`config.mk`:
```
export PLATFORM = sky130hd
export DESIGN_NAME = seq_fsm_gen
export DESIGN_NICKNAME = d
export VERILOG_FILES = /design/src/rtl/seq_fsm_pkg.sv /design/src/rtl/seq_wdog.sv /design/src/rtl/seq_fsm_gen.sv
export SDC_FILE = /design/constraint.sdc
export NUM_CORES = 1
export LEC_CHECK = 0
export ABC_AREA = 1
export CAP_MARGIN = 20
export CORE_MARGIN = 1
export CORE_UTILIZATION = 48
export DETAILED_ROUTE_END_ITERATION = 8
export PLACE_DENSITY = 0.79
export SYNTH_ARGS = -nofsm -noshare
export SYNTH_HDL_FRONTEND = slang
export SYNTH_HIERARCHICAL = 1
export SYNTH_SLANG_ARGS = --single-unit
```
`constraint.sdc`:
```
create_clock -name clk -period 1.63 [get_ports clk]
set_input_delay 0.489 -clock clk [delete_from_list [all_inputs] [get_ports clk]]
set_output_delay 0.489 -clock clk [all_outputs]
set_load 0.005 [all_outputs]
```
`src/rtl/seq_fsm_pkg.sv`:
```
// Shared types and default parameters for the seq_fsm_gen pattern sequencer.
package seq_fsm_pkg;

    localparam int unsigned N_STATES_DEF   = 4;
    localparam int unsigned CNT_W_DEF      = 8;
    localparam int unsigned WDOG_LIMIT_DEF = 16;

    typedef enum logic [1:0] {
        ST_IDLE = 2'd0,
        ST_RUN  = 2'd1,
        ST_DONE = 2'd2
    } seq_state_e;

endpackage

```
`src/rtl/seq_wdog.sv`:
```
// Stall watchdog: counts consecutive stalled RUN cycles, pulses trip_c on the
// LIMIT-th one and keeps a sticky error flag until clr_i or reset.
module seq_wdog #(
    parameter  int unsigned LIMIT = 16,
    localparam int unsigned CW    = $clog2(LIMIT + 1)
) (
    input  logic clk,
    input  logic rst,
    input  logic stall_i,
    input  logic clr_i,
    output logic trip_c,
    output logic err_o
);

    logic [CW-1:0] cnt_q, cnt_d;
    logic          err_q, err_d;

    // Trip fires on the cycle that would make the run LIMIT consecutive stalls long.
    assign trip_c = stall_i && (cnt_q == CW'(LIMIT - 1));

    always_comb begin
        cnt_d = cnt_q;
        err_d = err_q;
        if (!stall_i || trip_c) begin
            cnt_d = '0;
        end else begin
            cnt_d = cnt_q + CW'(1);
        end
        if (clr_i) begin
            err_d = 1'b0;
        end else if (trip_c) begin
            err_d = 1'b1;
        end
    end

    always_ff @(posedge clk) begin
        if (rst) begin
            cnt_q <= '0;
            err_q <= 1'b0;
        end else begin
            cnt_q <= cnt_d;
            err_q <= err_d;
        end
    end

    assign err_o = err_q;

endmodule

```
`src/rtl/seq_fsm_gen.sv`:
```
// Parametrised pattern sequencer with start/done handshake, wrap/one-shot,
// stall and abort. Optional stall watchdog enabled by STALL_WDOG_EN.
module seq_fsm_gen
    import seq_fsm_pkg::*;
#(
    parameter  int unsigned N_STATES   = N_STATES_DEF,
    parameter  int unsigned CNT_W      = CNT_W_DEF,
    parameter  int unsigned WDOG_LIMIT = WDOG_LIMIT_DEF,
    localparam int unsigned STATE_W    = $clog2(N_STATES)
) (
    input  logic                clk,
    input  logic                rst,
    input  logic                start,
    input  logic                mode_wrap,
    input  logic [N_STATES-1:0] pattern,
    input  logic                stall,
    input  logic                abort,
    output logic [STATE_W-1:0]  state_idx,
    output logic                out,
    output logic                busy,
    output logic                done,
    output logic [CNT_W-1:0]    wrap_cnt,
    output logic                wdog_err
);

    localparam logic [STATE_W-1:0] IDX_LAST = STATE_W'(N_STATES - 1);

    seq_state_e          state_q, state_d;
    logic [STATE_W-1:0]  idx_q, idx_d;
    logic [STATE_W-1:0]  idx_nx;
    logic                out_q, out_d;
    logic                busy_q, busy_d;
    logic                done_q, done_d;
    logic [CNT_W-1:0]    wcnt_q, wcnt_d;
    logic [N_STATES-1:0] pat_q, pat_d;
    logic                mode_q, mode_d;
    logic                start_acc_c;
    logic                stall_run_c;
    logic                wdog_trip_c;

    assign start_acc_c = (state_q == ST_IDLE) && start;
    assign stall_run_c = (state_q == ST_RUN) && stall && !abort;
    assign idx_nx      = idx_q + STATE_W'(1);

`ifdef STALL_WDOG_EN
    seq_wdog #(
        .LIMIT (WDOG_LIMIT)
    ) u_wdog (
        .clk     (clk),
        .rst     (rst),
        .stall_i (stall_run_c),
        .clr_i   (start_acc_c),
        .trip_c  (wdog_trip_c),
        .err_o   (wdog_err)
    );
`else
    logic unused_wdog;
    assign unused_wdog = ^{32'(WDOG_LIMIT), stall_run_c, start_acc_c};
    assign wdog_trip_c = 1'b0;
    assign wdog_err    = 1'b0;
`endif

    // Next-state and registered-output logic; RUN priority is abort/watchdog > stall > advance.
    always_comb begin
        state_d = state_q;
        idx_d   = idx_q;
        out_d   = out_q;
        busy_d  = busy_q;
        done_d  = 1'b0;
        wcnt_d  = wcnt_q;
        pat_d   = pat_q;
        mode_d  = mode_q;

        case (state_q)
            ST_IDLE: begin
                idx_d  = '0;
                out_d  = 1'b0;
                busy_d = 1'b0;
                if (start) begin
                    state_d = ST_RUN;
                    pat_d   = pattern;
                    mode_d  = mode_wrap;
                    out_d   = pattern[0];
                    busy_d  = 1'b1;
                    wcnt_d  = '0;
                end
            end
            ST_RUN: begin
                if (abort || wdog_trip_c) begin
                    state_d = ST_IDLE;
                    idx_d   = '0;
                    out_d   = 1'b0;
                    busy_d  = 1'b0;
                end else if (stall) begin
                    state_d = ST_RUN;
                end else if (idx_q == IDX_LAST) begin
                    idx_d = '0;
                    if (mode_q) begin
                        out_d  = pat_q[0];
                        wcnt_d = (&wcnt_q) ? wcnt_q : wcnt_q + CNT_W'(1);
                    end else begin
                        state_d = ST_DONE;
                        out_d   = 1'b0;
                        busy_d  = 1'b0;
                        done_d  = 1'b1;
                    end
                end else begin
                    idx_d = idx_nx;
                    out_d = pat_q[idx_nx];
                end
            end
            ST_DONE: begin
                state_d = ST_IDLE;
                idx_d   = '0;
                out_d   = 1'b0;
                busy_d  = 1'b0;
            end
            default: begin
                state_d = ST_IDLE;
                idx_d   = '0;
                out_d   = 1'b0;
                busy_d  = 1'b0;
            end
        endcase
    end

    always_ff @(posedge clk) begin
        if (rst) begin
            state_q <= ST_IDLE;
            idx_q   <= '0;
            out_q   <= 1'b0;
            busy_q  <= 1'b0;
            done_q  <= 1'b0;
            wcnt_q  <= '0;
            pat_q   <= '0;
            mode_q  <= 1'b0;
        end else begin
            state_q <= state_d;
            idx_q   <= idx_d;
            out_q   <= out_d;
            busy_q  <= busy_d;
            done_q  <= done_d;
            wcnt_q  <= wcnt_d;
            pat_q   <= pat_d;
            mode_q  <= mode_d;
        end
    end

    assign state_idx = idx_q;
    assign out       = out_q;
    assign busy      = busy_q;
    assign done      = done_q;
    assign wrap_cnt  = wcnt_q;

endmodule

```
# --- Word-level counts from Yosys, hierarchy flattened ---
# Cells that the tools add are included.
# W data, S select, Z words.
totals:
  reg_bits: 20
  in_bits: 10
op_classes:
  n_bitwise: 2
  n_addsub: 2
  reduce_logical: 9
  muxes: 29
  n_lt_le_gt_ge: 1
  eq_ne: 13
op_table:
  columns: ["operator", "count"]
  rows:
  - ["$mux W8", 6]
  - ["$pmux W8 S2", 1]
  - ["$mux W1", 12]
  - ["$mux W2", 6]
  - ["$ne A2 B2 Y1 const B", 5]
  - ["$add A8 B1 Y8 const B", 1]
  - ["$reduce_and A8 Y1", 1]
  - ["$reduce_and A7 Y1", 1]
  - ["$ne A3 B3 Y1 const B", 2]
  - ["$reduce_and A3 Y1", 2]
  - ["$reduce_or A5 Y1", 1]
  - ["$ne A4 B3 Y1 const B", 1]
  - ["$ne A4 B4 Y1 const B", 1]
  - ["$pmux W1 S2", 2]
  - ["$pmux W2 S2", 1]
  - ["$lt A2 B3 Y1 const B", 1]
  - ["$ne A3 B2 Y1 const B", 1]
  - ["$reduce_or A3 Y1", 1]
  - ["$add A2 B1 Y2 const B", 1]
  - ["$bmux W1 S2", 1]
  - ["$eq A2 B1 Y1 const B", 1]
  - ["$eq A2 B2 Y1 const B", 1]
  - ["$logic_not A2 Y1", 1]
  - ["$ne A2 B1 Y1 const B", 1]
  - ["3 further kinds", 4]

# --- Logic depth before layout (Yosys ltp) ---
depth:
  depth_word: 7
  ltp_mapped: 9

# --- Least setup slack after synthesis ---
# Ideal clock, no wire load.
synth_timing:
  kind: "flip-flop to flip-flop"
  start: "reg idx_q[0], in the netlist state_idx[0]"
  end: "reg state_q[0]"
  setup_ns: 0.115
  path_stages_with_launch: 8
  setup_slack_ns: 0.228
  arrival_time_ns: 1.287
  required_time_ns: 1.515
  cell_sequence: "dfxtp_1 -> ha_1 -> inv_1 -> or2_2 -> nand2_1 -> nand2_1 -> o21ai_0 -> inv_1"
synth_between:
  elab_chain_cells: 3
synth_lines:
  columns: ["item", "line_no", "text"]
  rows:
  - ["start: declaration", "seq_fsm_gen.sv:29", "logic [STATE_W-1:0] idx_q, idx_d;"]
  - ["start signal: assignment", "seq_fsm_gen.sv:139", "idx_q <= idx_d;"]
  - ["$eq A2 B2 Y1", "seq_fsm_gen.sv:96", "end else if (idx_q == IDX_LAST) begin"]
  - ["$ne A4 B3 Y1 (no line)", null, null]
  - ["$reduce_and A3 Y1 (no line)", null, null]
  - ["end signal: assignment", "seq_fsm_gen.sv:138", "state_q <= state_d;"]
  - ["end: declaration", "seq_fsm_gen.sv:28", "seq_state_e state_q, state_d;"]
# No other way between the ends.
# A chain may end at the register's enable or synchronous reset.

# --- Worst setup path after layout ---
layout_timing:
  start: "reg idx_q[0], in the netlist state_idx[0]"
  end: "reg wcnt_q[4], in the netlist wrap_cnt[4]"
layout_between:
  elab_chain_cells: 3
layout_lines:
  columns: ["item", "line_no", "text"]
  rows:
  - ["$eq A2 B2 Y1", "seq_fsm_gen.sv:96", null]
  - ["$ne A2 B1 Y1 (no line)", null, null]
  - ["$reduce_and A7 Y1 (no line)", null, null]
  - ["end signal: assignment", "seq_fsm_gen.sv:143", "wcnt_q <= wcnt_d;"]
  - ["end: declaration", "seq_fsm_gen.sv:34", "logic [CNT_W-1:0] wcnt_q, wcnt_d;"]
# No other way between the ends.

==> metrics.txt <==
Reg2Reg Depth 10; WS Path Type register to register; Yosys reg bits 20; share of the synthesized area in the top cell type 0.397; clk sinks 20; Netlist cell types 25; f_max 667 MHz; Final Max Slew Viols 0; maximum root-to-sink buffer count 2; number of global-route vias before repair 886; critical path's slowest cell dfxtp_4; Layout Cell Area excl Fill 1450 µm²; arrival time at the worst endpoint 1710 ps; Detail Placement HPWL 1650 µm; worst-path fanout max 8; cell area after synthesis 1010 µm²; R2R Path End wrap_cnt[4]; Mapped Cells 144; Detailed Route Iter0 Violations 27; min-delay src busy; first-pass GRT wire length 3740 µm; Worst Path Required 1840 ps; drt pass-1 iters 5; CP Capture Type register; H-tree depth 1; Synthesized Nets 156; total CTS buffers 3; die width 47.9 µm; area grow syn2layout 43.5%; total power 925 µW; Hold Buf Count CTS 0; antenna-violating nets left 0; # rows 16; Avg WL per Cell 11.2 µm; post-synth top area cell dfxtp_1; Die Area 2290 µm²; I/O pin total 24; Synth area leaders dfxtp_1 (40%), nand2_1 (14%), nor2_1 (8.2%); status finished, final reports clean; layout cells sized above 1 0.259; largest net degree at the start of global routing 11; Antenna Cells 0; Buffers on Ports 22; Worst Hold End busy; worst skew pair latency 300 ps; final hold vios 0; vias per cell 5.00; clock transition at the registers of the reported paths 110 ps; Max-cap violations 0; Initial Util 0.515; register area share after synthesis 0.397; syn avg cell area 7.01 µm²; GP Congestion 0.856; wirelength, routed 2380 µm; dpl cell area 1310 µm²; initial antenna violation count 0; setup violators final 0; # nets final 199; reg2reg start state_idx[0]; worst hold path cell count 2; hold crit path type register to register; Peak supply drop 0.000502 V; All-Layer GR Usage 0.236; number of synthesis warnings 6; Layout Skew 3.22 ps; CORE AREA 1960 µm²; Final Cycle Share 0.920; CP max stage delay 370 ps; DR vias 1059; RSZ-0062 raised after global routing no; crit path launch type register; cells along the critical path buf_4 -> ha_1 -> buf_4 -> nand3_2 -> o21ai_4 -> nand2_4 -> nand2_4 -> nand2_1 -> nand2_1 -> inv_1; GR Overflow Total 0; remaining routing DRC violations 0; Power Density 638 nW/µm²; crit path time final 1500 ps; clk root buf clkbuf_4; leakage 0.000839 µW; R2R Setup Slk 130 ps; Die H 47.9 µm; CTS tree built
[worst max-delay path, delay by kind of cell, from the launching register on]
kind | cells | cell delay, ps
buf+inv | 3 | 280
compound gates | 1 | 160
flops | 1 | 370
simple gates | 5 | 430
fa+ha+maj | 1 | 160
[metal layers]
metal,up-vias,track usage,share of wire
li1,530,-,-
met1,481,0.308,0.46
met2,41,0.386,0.47
met3,7,0.0453,0.053
met4,0,0.0833,0.021
met5,-,0,0
[where the power goes]
group | internal, µW | leakage, µW | switching (µW)
clock network | 86.2 | 0.0000138 | 153
registers | 507 | 0.000169 | 13.3
logic | 81.1 | 0.000656 | 84.4
total | 675 | 0.000839 | 250
[how the worst max path moves through the flow]
stage	end	cells past startpoint	start
after floorplan	state_q[0]	7	state_idx[0]
after global placement	wrap_cnt[2]	7	stall
after detailed placement	wrap_cnt[2]	7	stall
after CTS	state_idx[1]	1	state_idx[1]
after global routing	state_q[0]	8	state_idx[0]
final	wrap_cnt[4]	10	state_idx[0]
[per-stage QoR]
stage                     setup WS [ps]  setup TNS, ps  instances  hold slack (ps)  utilization
after CTS                          2.62              0        212              469        0.723
after floorplan                     228              0        144              449            -
after global placement             -146           -918        199              445        0.665
final                               131              0        212              466        0.739
after detailed placement           -170          -1060        199              456        0.665
after global routing               10.8              0        212              494        0.739
[cells in the final DEF (no fill, tap or decap), types with 2 or more instances in the layout]
cell and n:
clkdlybuf4s50_1 9, dlygate4sd2_1 3, nor3_1 4, clkbuf_4 3, nand2_4 2, dfxtp_4 2
nand3_1 7, nor2_2 2, buf_4 18, o21ai_0 7, inv_1 17, dfxtp_2 10
dlymetal6s2s_1 10, a21oi_1 7, nand2_2 2, dfxtp_1 8, ha_1 2, nand2_1 39
nor2_1 22
[timing repair]
item                       CTS  global route
gates resized for setup     17            11
buffers inserted            10             0
pin swaps                    0             3
setup endpoints to repair   12            11
[flip-flops by register name (all words and copies together), names as in the netlist]
register,cells
done,1
busy,1
mode_q,1
wrap_cnt,8
out,1
pat_q,4
state_idx,2
state_q,2
[cell families (layout without fill, tap and decap cells)]
| logic type | after synthesis | in the layout | synth area share |
|---|---|---|---|
| XOR/XNOR | 1 | 1 | 0.00868 |
| AND/OR/NAND/NOR | 82 | 82 | 0.368 |
| other | 1 | 1 | 0.00371 |
| buffers and inverters | 20 | 61 | 0.0855 |
| flip-flops | 20 | 20 | 0.397 |
| AO/OA/AOI/OAI | 18 | 18 | 0.113 |
| adder cells (fa/ha/maj) | 2 | 2 | 0.0248 |
[synthesized netlist by cell type, drive strengths merged]
library cell and instances:
buf 2, ha 2, or2 1, o21ai 8
xor2 1, a21oi 8, nand4 1, nor2 25
a22oi 1, nand2 43, nor3 4, dfxtp 20
conb 1, o21bai 1, inv 18, nand3 8
[layout make-up]
type	count	area (µm²)
inverter	18	67.6
sequential	20	420
timing repair buffer	40	377
fill	164	513
multi-input combinational	104	528
tap	27	33.8
clock buffer	3	22.5
Note: power is estimated with default switching activity, not from simulation.
